**src/rtl/decoder_2x4_hold.sv**
```systemverilog
// decoder_2x4_hold: 2-to-4 one-hot decoder with a valid/ready input handshake.
// Each accepted code is presented on out for HOLD_CYCLES enabled cycles. A new
// code may be accepted in the last held cycle, so words can follow each other
// with no gap. en low freezes all state.
module decoder_2x4_hold #(
    parameter int unsigned HOLD_CYCLES = 4
) (
    input  logic       clk,
    input  logic       rst_n,
    input  logic       en,
    input  logic       in_valid,
    input  logic [1:0] in,
    output logic       in_ready,
    output logic [3:0] out,
    output logic       out_valid,
    output logic [7:0] accept_cnt
);

    typedef enum logic {
        IDLE,
        HOLD
    } state_t;

    localparam logic [7:0] HOLD_LOAD = 8'(HOLD_CYCLES);

    state_t     state;
    state_t     state_nxt;
    logic [7:0] hold_cnt;
    logic [7:0] hold_cnt_nxt;
    logic [3:0] out_nxt;
    logic       out_valid_nxt;
    logic [7:0] accept_cnt_nxt;
    logic       last_hold;
    logic       accept;

    assign last_hold = (state == HOLD) && (hold_cnt == 8'd1);
    assign accept    = in_valid & in_ready;

    // Ready when idle or in the final held cycle; never while frozen or in reset.
    always_comb begin
        in_ready = en & rst_n & ((state == IDLE) | last_hold);
    end

    // Next-state and next-output logic; everything holds unless enabled.
    always_comb begin
        state_nxt      = state;
        hold_cnt_nxt   = hold_cnt;
        out_nxt        = out;
        out_valid_nxt  = out_valid;
        accept_cnt_nxt = accept_cnt;

        if (en) begin
            if (accept) begin
                // Accepting in the last held cycle reloads directly: no zero word.
                state_nxt      = HOLD;
                hold_cnt_nxt   = HOLD_LOAD;
                out_nxt        = 4'b0001 << in;
                out_valid_nxt  = 1'b1;
                accept_cnt_nxt = accept_cnt + 8'd1;
            end else begin
                case (state)
                    IDLE: begin
                        state_nxt = IDLE;
                    end
                    HOLD: begin
                        if (hold_cnt == 8'd1) begin
                            state_nxt     = IDLE;
                            hold_cnt_nxt  = '0;
                            out_nxt       = '0;
                            out_valid_nxt = 1'b0;
                        end else begin
                            hold_cnt_nxt = hold_cnt - 8'd1;
                        end
                    end
                    default: begin
                        state_nxt     = IDLE;
                        hold_cnt_nxt  = '0;
                        out_nxt       = '0;
                        out_valid_nxt = 1'b0;
                    end
                endcase
            end
        end
    end

    // State and output registers with synchronous active-low reset.
    always_ff @(posedge clk) begin
        if (!rst_n) begin
            state      <= IDLE;
            hold_cnt   <= '0;
            out        <= '0;
            out_valid  <= 1'b0;
            accept_cnt <= '0;
        end else begin
            state      <= state_nxt;
            hold_cnt   <= hold_cnt_nxt;
            out        <= out_nxt;
            out_valid  <= out_valid_nxt;
            accept_cnt <= accept_cnt_nxt;
        end
    end

endmodule

```
**config.mk**
```make
export PLATFORM = sky130hd
export DESIGN_NAME = decoder_2x4_hold
export DESIGN_NICKNAME = d
export VERILOG_FILES = /design/src/rtl/decoder_2x4_hold.sv
export SDC_FILE = /design/constraint.sdc
export NUM_CORES = 1
export LEC_CHECK = 0
export BUFFER_PORTS_ARGS = -buffer_cell sky130_fd_sc_hd__buf_2
export CAP_MARGIN = 0
export CELL_PAD_IN_SITES_DETAIL_PLACEMENT = 2
export CELL_PAD_IN_SITES_GLOBAL_PLACEMENT = 2
export CORE_MARGIN = 5
export CORE_UTILIZATION = 32
export DETAILED_ROUTE_END_ITERATION = 8
export PLACE_DENSITY = 0.75
export SLEW_MARGIN = 0
export SYNTH_ARGS = -nofsm -noshare
export SYNTH_HDL_FRONTEND = slang
export SYNTH_SLANG_ARGS = --single-unit
```
**constraint.sdc**
```tcl
create_clock -name clk -period 2.8 [get_ports clk]
set_input_delay 0.42 -clock clk [delete_from_list [all_inputs] [get_ports clk]]
set_output_delay 0.42 -clock clk [all_outputs]
set_load 0.01 [all_outputs]
```
==> results of run 1 <==
[power by group through the flow]
| stage | clock network (mW) | logic [mW] | registers (mW) |
|---|---|---|---|
| finish | 0.187 | 0.110 | 0.347 |
| global route | 0.210 | 0.122 | 0.350 |
| CTS | 0.195 | 0.112 | 0.347 |
| detailed placement | 0 | 0.111 | 0.354 |
| global placement | 0 | 0.104 | 0.353 |
| floorplan | 0 | 0.0797 | 0.352 |
[worst register-to-register path: stages, from the launching register on]
cell,delay (ns)
dfxtp_1,0.38
or4_1,0.65
o41a_2,0.61
or4_1,0.55
a21oi_1,0.16
[final cells by class]
class	instances	area, sq um	share of cell area [%]
clock buffers	4	36.3	2.94
repair buffers	19	95.1	7.70
inverters	7	26.3	2.13
well taps	46	57.6	4.66
flip-flops and latches	22	440	35.7
multi-input cells	86	579	46.9
[layer usage]
metal,up-vias,routed length (um)
met4,0,55
met1,502,1290
met5,-,0
li1,479,-
met2,18,1520
met3,5,113
[timing repair]
| item | 4_1_cts | 5_1_grt |
|---|---|---|
| setup endpoints to repair | 0 | 1 |
| hold buffers | 0 | 0 |
| endpoints found under the hold margin | 0 | 0 |
| gates resized for setup | 0 | 1 |
[cells in the final DEF (no fill, tap or decap), types with 2 or more instances in the layout]
master,netlist,final
o21ai_0,4,4
inv_1,7,7
or3_1,2,2
a21oi_1,4,4
nor2_1,8,8
nor3_1,5,5
nand3_1,5,5
o31ai_1,3,3
nor4b_1,2,2
or4_1,3,3
nand4_1,2,2
a22o_1,2,2
mux2i_1,2,2
o211ai_1,2,2
buf_2,1,19
dfxtp_1,22,22
and2_1,2,2
nor4_1,3,3
nand2_1,9,9
ha_1,3,3
clkbuf_4,0,3
xnor2_1,6,6
[cells by family after synthesis]
logic type	count (synthesis)	share of synthesized area (%)
mux	2	1.88
buf+inv	11	4.35
compound gates	26	18.2
fa+ha+maj	3	3.53
xor+xnor	6	4.94
simple gates	49	25.7
flops	22	41.4
[how the worst max path moves through the flow]
stage / depth (start not counted) / end / startpoint / slack, ns
after detailed placement: 4 / accept_cnt[6]$_SDFFE_PN0P_ / hold_cnt[2]$_SDFFE_PN0P_ / 0.40
after floorplan: 5 / in_ready / hold_cnt[2]$_SDFFE_PN0P_ / 0.67
after CTS: 4 / in_ready / hold_cnt[2]$_SDFFE_PN0P_ / 0.07
after global placement: 4 / accept_cnt[7]$_SDFFE_PN0P_ / hold_cnt[2]$_SDFFE_PN0P_ / 0.52
after global routing: 4 / in_ready / hold_cnt[2]$_SDFFE_PN0P_ / 0.03
final: 4 / in_ready / hold_cnt[2]$_SDFFE_PN0P_ / 0.12
[stage by stage]
step	util (%)	cell area [sq um]	power [mW]	std cells	worst slack [ns]
final	37.6	1230	0.644	184	0.124
after global routing	37.6	1230	0.683	184	0.0293
after CTS	37.6	1230	0.654	184	0.0701
after detailed placement	36.5	1200	0.465	180	0.402
after global placement	36.5	1200	0.457	180	0.520
after floorplan	-	1060	0.432	119	0.670
[registers in the layout, summed over array words and instances (netlist names)]
signal	flops
accept_cnt	8
hold_cnt	8
out	4
out_valid	1
state	1
==> run summary, run 1 <==
Status: finished clean
Wire per inst: 16.2 um
Cell family with most CP delay: simple AND/OR/NAND/NOR gates
Kind of critical path: reg2out
Reg-to-Reg End: accept_cnt[6]$_SDFFE_PN0P_
Worst Path Required: 2.38 ns
Nature of the critical path endpoint: output pin
Post-route DRC: 0
Sequential area share after synthesis: 41.4%
Reg clk slew, reported paths: 0.13 ns
FF+latch count, synth: 22
Top Usage Layer GRT: met2
Synthesized Nets: 128
Hold Path Origin: in[0]
Met3 usage in global routing: 2.66%
Final hold vios: 0
CP max-delay cell: or4_1
Post-Syn Area per Cell: 8.95 sq um
Comb pwr share: 17.1%
Setup crit start kind: flop
VDD IR max: 0.000149 V
Slew Limit Headroom: 57.0%
Worst Tran Pin Value: 0.637 ns
Via count: 1004
Routed WL: 2980 um
Mapped Cells: 119
R2R Path Start: hold_cnt[2]$_SDFFE_PN0P_
Final Setup Violations: 0
Met1 usage: 17.6%
Buf/Inv on CP: 1
Top cells by count, synth: dfxtp_1 (22), nand2_1 (9), nor2_1 (8)
First-pass DRT Iterations: 4
Area of the mapped netlist: 1060 sq um
Post-CTS Repair Setup Buffers: 0
Antenna violations before repair: 0
RSZ-0062 raised after global routing: false
Switching Share: 29.5%
Iter 0 DRT Violations: 57
Clock Path Buffers: 2
ANT nets after route: 0
Yosys top cell area share: 41.4%
Post-synth EDFFs: 0
GR Util met2: 26.0%
First-pass GRT wire length: 5110 um
Initial Utilization: 32.4%
Yosys warns: 0
PwrDens: 521 nW/um^2
Fin nets: 148
Crit path DAT: 2.26 ns
GRT overflow: 0
Number of global-route vias before repair: 1085
Async SR Flop Fraction: 0%
Setup Skew: 0.00469 ns
Netlist cell types: 42
CTS Root Cell: clkbuf_4
Standard-cell row count: 21
Hold Path Depth: 2
Ant diodes: 0
CTS tree: yes
Final number of max-transition violations: 0
I/O Buffers: 19
Fin crit period: 2.68 ns
Post-synth top area cell: dfxtp_1
GPL Wtd Cong: 0.725
Sequential power share: 53.9%
Fillcell total: 389
Clock share of power: 29.0%
Synth Flop Type: dfxtp_1
Via/cell ratio: 5.46
Core area: 3280 sq um
CP Cell Sequence: or4_1, o41a_2, nor2_1, buf_2
CTS Buf Count: 3
F_max: 374 MHz
Share of cells above drive strength 1: 20.3%
Hold WS: 0.308 ns
Most common cell in the netlist: dfxtp_1
Worst skew pair latency: 0.32 ns
Top cells by area, synth: dfxtp_1 (41%), xnor2_1 (4.9%), ha_1 (3.5%)
Reg2reg path depth: 4
Area grow syn2layout: 16.0%
GRT Total Usage: 14.8%
Crit path max fanout: 13
Clock sink count: 22
Worst min path class: in2reg
Pin count of the biggest net entering global routing: 16
Internal power: 454 uW
Detailed Place HPWL: 2330 um
Die X-Extent: 67.7 um
Sum Neg Setup Slack: 0 ns
Net Switching: 190 uW
Die span in y: 67.7 um
Worst Hold End: out[2]$_SDFFE_PN0P_
Slowest Stage Delay on Critical Path: 0.65 ns
Lkg Pwr: 0.478 nW
Period utilisation layout: 95.6%
Die ar.: 4580 sq um
Reg2reg setup slack: 0.40 ns
H-tree depth: 1
IO Pins: 20
MaxCap Viol Count: 0
Note: power is estimated with default switching activity, not from simulation.
==> run 2: changes to the inputs <==
--- a/config.mk
+++ b/config.mk
@@ -5,12 +5,13 @@
 export SDC_FILE = /design/constraint.sdc
 export NUM_CORES = 1
 export LEC_CHECK = 0
+export ABC_AREA = 1
 export BUFFER_PORTS_ARGS = -buffer_cell sky130_fd_sc_hd__buf_2
 export CAP_MARGIN = 0
 export CELL_PAD_IN_SITES_DETAIL_PLACEMENT = 2
 export CELL_PAD_IN_SITES_GLOBAL_PLACEMENT = 2
 export CORE_MARGIN = 5
-export CORE_UTILIZATION = 32
+export CORE_UTILIZATION = 30
 export DETAILED_ROUTE_END_ITERATION = 8
 export PLACE_DENSITY = 0.75
 export SLEW_MARGIN = 0
==> run 2 against run 1 <==
Effect of this change:
- sequential cell count stayed put
- clock skew is 0.0015 ns higher
- global-route usage is 0.31 points lower
- total power is 4.0% higher
- register-to-register slack better by 0.76 ns
- highest routed layer unchanged
- worst setup slack better by 0.66 ns
- critical path depth is 3 higher
- final area is 14% higher
- synthesized cell count is 52% higher
- critical endpoint unchanged
- maximum frequency is 33% higher
- cell count is 35% higher
==> run summary, run 2 <==
Final number of max-transition violations: 0
CTS tree: yes
Yosys warns: 0
Final hold vios: 0
Sum Neg Setup Slack: 0 ns
Lkg Pwr: 0.670 nW
Core area: 4000 sq um
Reg2reg path depth: 7
PwrDens: 474 nW/um^2
Clock sink count: 22
Nature of the critical path endpoint: output pin
Die X-Extent: 74.4 um
Number of global-route vias before repair: 1385
Most common cell in the netlist: nand2_1
Initial Utilization: 31.1%
GRT Total Usage: 14.5%
Period utilisation layout: 72.0%
Reg clk slew, reported paths: 0.08 ns
Share of cells above drive strength 1: 17.1%
Crit path max fanout: 8
Fin nets: 210
Hold Path Depth: 2
GPL Wtd Cong: 0.789
Post-Syn Area per Cell: 6.86 sq um
Area grow syn2layout: 13.6%
Synth Flop Type: dfxtp_1
Post-synth top area cell: dfxtp_1
Netlist cell types: 24
Post-CTS Repair Setup Buffers: 0
F_max: 496 MHz
Total Power: 670 uW
Post-synth EDFFs: 0
Setup Skew: 0.00622 ns
H-tree depth: 1
Detailed Place HPWL: 2840 um
Slew Limit Headroom: 66.3%
MaxCap Viol Count: 0
Async SR Flop Fraction: 0%
R2R Path Start: hold_cnt[1]$_SDFFE_PN0P_
Top cells by area, synth: dfxtp_1 (35%), nand2_1 (13%), nand3_1 (7.7%)
IO Pins: 20
First-pass GRT wire length: 6330 um
Reg-to-Reg End: hold_cnt[1]$_SDFFE_PN0P_
RSZ-0062 raised after global routing: false
Routed WL: 3650 um
Mapped Cells: 181
Worst Path Required: 2.38 ns
Fin crit period: 2.02 ns
Yosys top cell area share: 35.4%
CTS Root Cell: clkbuf_8
Standard-cell row count: 23
Via/cell ratio: 4.94
CTS Hold Buffers Added: 0
Reg2reg setup slack: 1.16 ns
Fillcell total: 498
Hold Path Origin: out_valid$_SDFFE_PN0P_
GRT overflow: 0
Most frequent cells in the layout: nand2_1 (43), inv_1 (25), dfxtp_1 (22)
Area of the mapped netlist: 1240 sq um
Kind of critical path: reg2out
Die ar.: 5530 sq um
Clock Path Buffers: 2
Ant diodes: 0
FF+latch count, synth: 22
Commonest non-fill, non-tap cell in the layout: nand2_1
Setup crit start kind: flop
CTS Buf Count: 3
Sequential area share after synthesis: 35.4%
Synthesized Nets: 190
I/O Buffers: 19
Wire per inst: 14.7 um
Crit path DAT: 1.60 ns
Worst Hold End: out_valid$_SDFFE_PN0P_
VDD IR max: 0.000288 V
Via count: 1231
Worst min path class: reg2reg
Worst skew pair latency: 0.26 ns
Worst Tran Pin Value: 0.505 ns
Antenna violations before repair: 0
Die span in y: 74.4 um
Biggest regs: accept_cnt (8), hold_cnt (8), out (4)
Final Setup Violations: 0
Status: finished clean
Post-route DRC: 0
ANT nets after route: 0
Top cells by count, synth: nand2_1 (43), inv_1 (25), dfxtp_1 (22)
First-pass DRT Iterations: 4
Post-cts resize count: 0
Iter 0 DRT Violations: 29
Pin count of the biggest net entering global routing: 17
==> run 2: changes by cell type in the layout (fill, tap and decap cells not counted), sizes merged, moves of 3 or more <==
cell,change
nor4,-3
nand3,+15
nor3,-3
xnor2,-5
a21oi,+14
nand2,+37
nand4,+6
inv,+20
or4,-3
nor2,+11
xor2,+3
==> run 2: where the power goes <==
group,total [mW],switching (mW),leakage (nW),internal (mW)
clock,0.198,0.102,0.0216,0.0960
sequential,0.340,0.0141,0.179,0.326
combinational,0.131,0.0890,0.470,0.0419
total,0.670,0.205,0.670,0.464
==> run 2: worst max-delay path: stages (launching register included) <==
cell,delay [ns]
dfxtp_1,0.34
inv_1,0.10
ha_1,0.15
nand2_1,0.12
inv_1,0.10
nand2_2,0.09
a21oi_4,0.25
buf_2,0.19
==> run 2: kinds of logic after synthesis <==
group | count (synthesis) | synth area share (%)
simple gates | 98 | 35.9
buf+inv | 31 | 10.6
xor+xnor | 4 | 2.82
flops | 22 | 35.4
fa+ha+maj | 3 | 3.02
compound gates | 23 | 12.3
==> run 2: area by class of cell <==
| type | count | area [sq um] | share of cell area [%] |
|---|---|---|---|
| Sequential cell | 22 | 440 | 31.2 |
| Timing Repair Buffer | 19 | 95.1 | 6.74 |
| Multi-Input combinational cell | 128 | 671 | 47.5 |
| Tap cell | 50 | 62.6 | 4.43 |
| Clock buffer | 3 | 41.3 | 2.93 |
| Inverter | 27 | 101 | 7.18 |
==> run 2: how the worst max path moves through the flow <==
stage,to,depth (start not counted),startpoint
6_report,in_ready,7,hold_cnt[1]$_SDFFE_PN0P_
5_1_grt,in_ready,7,hold_cnt[1]$_SDFFE_PN0P_
4_1_cts,in_ready,7,hold_cnt[1]$_SDFFE_PN0P_
3_5_place_dp,out[3]$_SDFFE_PN0P_,6,in_valid
3_3_place_gp,in_ready,7,hold_cnt[1]$_SDFFE_PN0P_
2_1_floorplan,in_ready,6,hold_cnt[1]$_SDFFE_PN0P_
==> run 2: metal layers <==
metal	wire length, um	part of all wire [%]	vias to the layer above	global-route usage, %
met5	0	0	-	0
met4	28	0.77	0	3.95
met3	96	2.6	2	3.11
met2	1890	52	16	26.6
met1	1640	45	595	17.1
li1	-	-	618	-
==> run 2: per-stage QoR <==
step	hold WS, ns	setup slack, ns	std cells	utilization (%)	cell area, sq um
after floorplan	0.467	1.41	181	-	1240
after global placement	0.426	1.13	246	34.3	1370
after detailed placement	0.440	1.07	246	34.3	1370
after CTS	0.459	0.775	249	35.3	1410
after global routing	0.490	0.661	249	35.3	1410
final	0.453	0.784	249	35.3	1410
==> run 3: changes to the inputs <==
--- a/config.mk
+++ b/config.mk
@@ -5,15 +5,15 @@
 export SDC_FILE = /design/constraint.sdc
 export NUM_CORES = 1
 export LEC_CHECK = 0
-export ABC_AREA = 1
+export ABC_AREA = 0
 export BUFFER_PORTS_ARGS = -buffer_cell sky130_fd_sc_hd__buf_2
 export CAP_MARGIN = 0
 export CELL_PAD_IN_SITES_DETAIL_PLACEMENT = 2
 export CELL_PAD_IN_SITES_GLOBAL_PLACEMENT = 2
 export CORE_MARGIN = 5
-export CORE_UTILIZATION = 30
+export CORE_UTILIZATION = 29
 export DETAILED_ROUTE_END_ITERATION = 8
-export PLACE_DENSITY = 0.75
+export PLACE_DENSITY = 0.71
 export SLEW_MARGIN = 0
 export SYNTH_ARGS = -nofsm -noshare
 export SYNTH_HDL_FRONTEND = slang
==> constraint.sdc (replaced) <==
create_clock -name clk -period 1.6 [get_ports clk]
set_input_delay 0.24 -clock clk [delete_from_list [all_inputs] [get_ports clk]]
set_output_delay 0.24 -clock clk [all_outputs]
set_load 0.01 [all_outputs]
==> run 3 against run 2 <==
Effect of this change:
- the run now ends with setup timing left
- core utilization grew 9.9 points
- combinational power grew to 3.3 times the previous value
- clock power grew 110%
- via count shrank 6.6%
- first-iteration DRC count grew 52%
- critical path depth grew 1
- critical path type is now reg2reg
- clock skew shrank 0.0042 ns
- critical endpoint is now hold_cnt[2]$_SDFFE_PN0P_
- final area grew 15%
- largest power group unchanged
- count of clock-buffer cells in the layout grew 1
- hold slack lost 0.25 ns
- total power grew 120%
- global-route usage grew 1.8 points
==> run summary, run 3 (same netlist as run 1, synthesis figures left out) <==
Kind of critical path: reg2reg
Ant diodes: 0
Inst Count DP: 205
ANT nets after route: 0
Standard-cell row count: 22
IO Pins: 20
Number of global-route vias before repair: 1288
Routed WL: 4420 um
H-tree depth: 1
Crit path max fanout: 3
Nature of the critical path endpoint: flop
GPL Wtd Cong: 0.760
Final Setup Violations: 23
Final core occ: 45.1%
Area grow syn2layout: 52.9%
First-pass GRT wire length: 6440 um
Reg area: 443 sq um
Final number of max-transition violations: 0
F_max: 473 MHz
CTS tree: yes
Most frequent cells in the layout: buf_4 (23), dfxtp_1 (20), buf_2 (18)
RSZ-0062 raised after global routing: true
Worst skew pair latency: 0.27 ns
Fin nets: 177
Worst Path Required: 1.76 ns
CTS Buf Count: 3
Slew Limit Headroom: 73.6%
Status: finished, violations left
Post-route DRC: 0
Antenna violations before repair: 0
Initial Utilization: 29.5%
Multi-input logic area: 702 sq um
Crit path DAT: 2.27 ns
Pin count of the biggest net entering global routing: 13
Period utilisation layout: 132%
Setup Skew: 0.00201 ns
Clock sink count: 22
Failing checks: setup timing
Die X-Extent: 70.6 um
Setup slack after layout: -0.516 ns
Clock Path Buffers: 2
Core area: 3610 sq um
Commonest non-fill, non-tap cell in the layout: buf_4
Final Instance Count excl. Fillers: 215
GRT Total Usage: 16.3%
CTS Hold Buffers Added: 0
Wire per inst: 20.6 um
Setup crit start kind: flop
First-pass DRT Iterations: 4
Fillcell total: 406
GRT overflow: 0
PwrDens: 886 nW/um^2
Die ar.: 4980 sq um
MaxCap Viol Count: 0
Fin crit period: 2.12 ns
Iter 0 DRT Violations: 44
Lkg Pwr: 0.654 nW
Die span in y: 70.6 um
Worst Tran Pin Value: 0.390 ns
Via count: 1150
VDD IR max: 0.000377 V
Worst min path class: in2reg
Share of cells above drive strength 1: 43.1%
Detailed Place HPWL: 2810 um
Via/cell ratio: 5.35
Biggest regs: accept_cnt (8), hold_cnt (8), out (4)
Final hold vios: 0
CTS Root Cell: clkbuf_8
Reg clk slew, reported paths: 0.08 ns
I/O Buffers: 19
run 3: path summary, 6_finish.rpt:
check	slack [ns]	cells after the start	startpoint	endpoint
worst max register to register	-0.52	8	hold_cnt[4]$_SDFFE_PN0P_	hold_cnt[2]$_SDFFE_PN0P_
worst max-delay path	-0.52	8	hold_cnt[4]$_SDFFE_PN0P_	hold_cnt[2]$_SDFFE_PN0P_
worst min-delay path	0.20	2	in[0]	out[2]$_SDFFE_PN0P_
worst min register to register	0.48	1	out[3]$_SDFFE_PN0P_	out[3]$_SDFFE_PN0P_
run 3: final cells by class:
class / instances / share of cell area (%)
Multi-Input combinational cell: 86 / 43.1
Sequential cell: 22 / 27.2
Timing Repair Buffer: 48 / 21.0
Tap cell: 48 / 3.69
Clock buffer: 4 / 3.38
Inverter: 7 / 1.61
run 3: metrics by stage:
stage               power [mW]  hold WS [ns]  setup slack, ns  area [sq um]  TNS [ns]
finish                    1.44         0.202           -0.516          1630    -10.20
global route              1.51         0.207           -0.573          1630    -11.41
CTS                       1.37         0.193           -0.537          1520    -10.38
detailed placement       0.901         0.458           -0.468          1390     -8.63
global placement         0.883         0.463           -0.414          1390     -7.50
floorplan                0.773         0.328           -0.414          1090     -6.58
run 3: worst max-delay path, stage by stage, from the launching register on:
cell and delay, ns:
dfxtp_2 0.33, or4_4 0.54, buf_6 0.14, buf_6 0.11, buf_6 0.12, nor4b_4 0.23
buf_4 0.15, nor4b_1 0.06, a311o_1 0.33
run 3: where the power goes:
group	internal [mW]	total [mW]	switching, mW
clock network	0.220	0.410	0.191
registers	0.577	0.605	0.0279
logic	0.217	0.427	0.210
total	1.01	1.44	0.428
run 3: what timing repair did:
item                                    4_1_cts  5_1_grt
endpoints found under the setup margin       23       23
pin swaps                                     6        7
resized for setup                             8       17
setup buffers                                 4        3
cloned                                        0        0
run 3: per-layer routing:
layer | vias up | routed length [um] | global-route usage, %
met1 | 572 | 1810 | 19.2
met5 | - | 0 | 0
met3 | 14 | 147 | 2.84
met2 | 29 | 2330 | 29.6
met4 | 0 | 130 | 5.64
li1 | 535 | - | -
